[src/rtl/uart_tx_8n1.sv]
// rtl/uart_tx_8n1.sv - 8N1 UART transmitter with parameterised bit period
module uart_tx_8n1 #(
    parameter int BAUD = 434
) (
    input  logic       clk,
    input  logic       rstn,
    input  logic [7:0] data,
    input  logic       start,
    output logic       ready,
    output logic       tx
);

    localparam int LP_CW = (BAUD > 1) ? $clog2(BAUD) : 1;
    localparam logic [LP_CW-1:0] LP_LAST = LP_CW'(BAUD - 1);

    typedef enum logic {
        ST_IDLE  = 1'b0,
        ST_SHIFT = 1'b1
    } state_t;

    state_t            r_state;
    state_t            w_next_state;
    logic [9:0]        r_frame;
    logic [LP_CW-1:0]  r_baud_cnt;
    logic [3:0]        r_bit_cnt;
    logic              r_ready;
    logic              w_accept;
    logic              w_wrap;
    logic              w_done;

    always_ff @(posedge clk or posedge rstn) begin
        if (rstn) begin
            r_state <= ST_IDLE;
        end else begin
            r_state <= w_next_state;
        end
    end

    always_comb begin
        w_next_state = r_state;
        w_accept     = 1'b0;
        w_wrap       = 1'b0;
        w_done       = 1'b0;
        case (r_state)
            ST_IDLE: begin
                if (start) begin
                    w_accept     = 1'b1;
                    w_next_state = ST_SHIFT;
                end
            end
            ST_SHIFT: begin
                if (r_baud_cnt == LP_LAST) begin
                    w_wrap = 1'b1;
                    if (r_bit_cnt == 4'd9) begin
                        w_done       = 1'b1;
                        w_next_state = ST_IDLE;
                    end
                end
            end
            default: w_next_state = ST_IDLE;
        endcase
    end

    // The line is driven straight from frame bit 0; ones shifted in keep it idle-high afterwards.
    always_ff @(posedge clk or posedge rstn) begin
        if (rstn) begin
            r_frame    <= '1;
            r_baud_cnt <= '0;
            r_bit_cnt  <= '0;
            r_ready    <= 1'b1;
        end else if (w_accept) begin
            r_frame    <= {1'b1, data, 1'b0};
            r_baud_cnt <= '0;
            r_bit_cnt  <= '0;
            r_ready    <= 1'b0;
        end else if (r_state == ST_SHIFT) begin
            if (w_wrap) begin
                r_frame    <= {1'b1, r_frame[9:1]};
                r_baud_cnt <= '0;
                r_bit_cnt  <= w_done ? 4'd0 : r_bit_cnt + 4'd1;
                r_ready    <= w_done;
            end else begin
                r_baud_cnt <= r_baud_cnt + 1'b1;
            end
        end
    end

    assign tx    = r_frame[0];
    assign ready = r_ready;

endmodule

[config.mk]
export PLATFORM = sky130hd
export DESIGN_NAME = uart_tx_8n1
export DESIGN_NICKNAME = d
export VERILOG_FILES = /design/src/rtl/uart_tx_8n1.sv
export SDC_FILE = /design/constraint.sdc
export NUM_CORES = 1
export LEC_CHECK = 0
export CAP_MARGIN = 20
export CORE_ASPECT_RATIO = 1.5
export CORE_MARGIN = 2
export CORE_UTILIZATION = 40
export DETAILED_ROUTE_END_ITERATION = 16
export PLACE_DENSITY_LB_ADDON = 0.12
export SYNTH_ARGS = -nofsm -noshare
export SYNTH_HDL_FRONTEND = slang
export SYNTH_SLANG_ARGS = --single-unit
[constraint.sdc]
create_clock -name clk -period 1.9 [get_ports clk]
set_clock_uncertainty 0.1 [all_clocks]
set_input_delay 0.19 -clock clk [delete_from_list [all_inputs] [get_ports clk]]
set_output_delay 0.19 -clock clk [all_outputs]
set_load 0.02 [all_outputs]
==> flow_summary.toml <==
[outcome]
status = "finished, final reports clean"

[worst_setup_path]
cp-start-kind = "flop"
crit_type = "reg2reg"
crit_required_ns = 1.99
cp-end-kind = "flop"
cp_max_fo = 11
crit_arrival_ns = 1.84

[floorplan]
die_w_um = 51.0
initial_utilization_pct = 42.0
die-area_um2 = 3800
design.core.area_um2 = 3160
die_h_um = 74.5
ioPinCount = 13
row_count = 25

[clock_network]
cts_max_level = 1
cts_buffers = 3
clk_pin_slew_ns = 0.08
clkLatencyLatePin_ns = 0.27
cts_tree = "yes"
cts_max_path_buffers = 2
cts_root_buf = "clkbuf_8"
cts_sinks = 24

[cells_and_area]
fin_util_pct = 49.3
syn_to_final_growth_pct = 17.5
drive_gt1_share_pct = 18.0
num_antenna_cells = 0
ff_latch_area_um2 = 613
nNetsFinal = 167
multi_input_area_um2 = 637
fillers = 311

[power_and_ir_drop]
power_density_nw_per_um2 = 935
ir_worst_vdd_mv = 0.472
finalPower_mw = 1.46
leakage_nw = 0.616

[timing]
whs_ns = 0.153
rsz0062_at_grt = "no"
relSlewSlack_pct = 70.1
min_period_ns = 1.75
fin_tns_setup_ns = 0
worst_slew_pin_slew_ns = 0.448
hold_viol = 0
fin_ws_ns = 0.152
setup_viol = 0
slew_viol_final = 0
timing.fmax_ghz = 0.572
period_share_pct = 92.0

[yosys]
seq_area_frac_synth_pct = 46.2
synth_fp_nets = 150
synth.avg_cell_area_um2 = 9.82
syn_inst = 135
ys_ff_latch = 24
yosys_most_used_dff = "dfrtp_1"
yosysWarningCount = 0
synth_edf_count = 0
syn_area_um2 = 1330
yosysUniqueCellTypes = 38
synthArstFlopShare_pct = 100

[detailed_routing]
dr.first_iter.drc_count = 9
drc_errors = 0
via_count = 1066
wire_per_inst_um = 14.9
via_per_inst = 5.61
antenna_left = 0
dr.pass1.iters = 4
wl_um = 2830

[global_routing]
antenna_found_initial = 0
grt_pass1_wl_um = 4800
gr-total-overflow = 0
track_usage_pct = 17.0
grt_pass1_vias = 1067
grt_max_degree = 25

[placement]
place_congestion = 0.813
place_ws_ns = 0.0858
port-buffer-count = 12
hpwl_um = 2050

[job]
maxCapViolations = 0

[min_path]
hp-class = "in2async"
## state kept, by name (all words and copies together) (netlist names)
name	cells
r_baud_cnt	9
r_frame	9
r_bit_cnt	4
r_state	1
ready	1
## synth_stat cells, types with 2 or more instances
cell       count  share of area (%)
dfrtp_1       14                 26
o21ai_0        8                3.0
nand3_1        3                1.1
o31ai_1        8                4.5
buf_6          2                1.7
o211ai_1       2                1.1
ha_1           4                3.8
xor2_1         3                2.0
nand4_1       10                4.7
or3_1          3                1.4
nand2_1        7                2.0
nor2_1        13                3.7
a31oi_1        7                3.3
clkbuf_1       7                2.0
o2111ai_1      3                2.0
mux2i_1        2                1.5
inv_1          6                1.7
a21oi_1        4                1.5
dfstp_2       10                 20
## layer usage
layer,vias to the layer above,global-route usage [%],part of all wire (%)
met5,-,0,0
met4,0,8.11,1.9
met3,5,1.81,1.9
met2,11,33.3,54
met1,522,17.5,42
li1,528,-,-
## repair_timing
item	in CTS	in global routing
endpoints found under the setup margin	0	5
buffers inserted	0	1
hold buffers	0	0
resized for setup	0	0
## final cells by class
| type | instances | area share (%) |
|---|---|---|
| Multi-Input combinational cell | 95 | 40.9 |
| Sequential cell | 24 | 39.3 |
| Timing Repair Buffer | 22 | 12.5 |
| Tap cell | 40 | 3.21 |
| Clock buffer | 3 | 2.65 |
| Inverter | 6 | 1.44 |
## cells in the final DEF, fill, tap and decap left out, types with 2 or more instances in the layout
cell and n:
dfstp_2 10, inv_1 6, xor2_1 3, or3_1 3, nand4_1 10, o2111ai_1 3
mux2i_1 2, clkbuf_8 3, o31ai_1 8, nand2_1 7, nor2_1 13, nand3_1 3
clkdlybuf4s50_1 12, o21ai_0 8, dfrtp_1 14, a31oi_1 7, a21oi_1 4, buf_4 10
ha_1 4, o211ai_1 2
## worst paths after layout
check                                          start                        end  slack, ns  cells after the start
min in group clk                             data[5]     r_frame[6]$_DFFE_PP1P_       0.36                      3
hold / removal                                  rstn  r_baud_cnt[6]$_DFFE_PP0P_       0.15                      3
hold reg to reg               r_frame[0]$_DFFE_PP1P_     r_frame[0]$_DFFE_PP1P_       0.38                      2
max in group asynchronous                       rstn          ready$_DFFE_PP1P_       1.24                      3
setup / recovery           r_baud_cnt[7]$_DFFE_PP0P_   r_bit_cnt[0]$_DFFE_PP0P_       0.15                      3
setup reg to reg           r_baud_cnt[7]$_DFFE_PP0P_   r_bit_cnt[0]$_DFFE_PP0P_       0.15                      3
## worst max-delay path: stages, from the launching register on
cell and delay, ns:
dfrtp_1 0.43, or3b_4 0.49, or4_4 0.51, mux2i_1 0.14
## report_power, final
group	leakage (nW)	switching [mW]	internal [mW]	total, mW
Sequential	0.272	0.0964	0.628	0.725
Combinational	0.322	0.248	0.181	0.430
Clock	0.0216	0.162	0.142	0.304
Total	0.616	0.507	0.952	1.46
## per-stage QoR
| step | std cells | area (um^2) |
|---|---|---|
| 4_1_cts | 189 | 1550 |
| 3_3_place_gp | 186 | 1510 |
| 6_report | 190 | 1560 |
| 2_1_floorplan | 135 | 1330 |
| 5_1_grt | 190 | 1560 |
| 3_5_place_dp | 186 | 1510 |
## cell families (layout without fill, tap and decap cells)
kind of cell	after synthesis	in the layout	share of synthesized area (%)
simple gates	47	47	19.6
compound gates	37	37	19.6
flops	24	24	46.2
buf+inv	16	31	5.75
fa+ha+maj	4	4	3.77
xor+xnor	4	4	2.64
mux	3	3	2.36
Note: power is estimated with default switching activity, not from simulation.
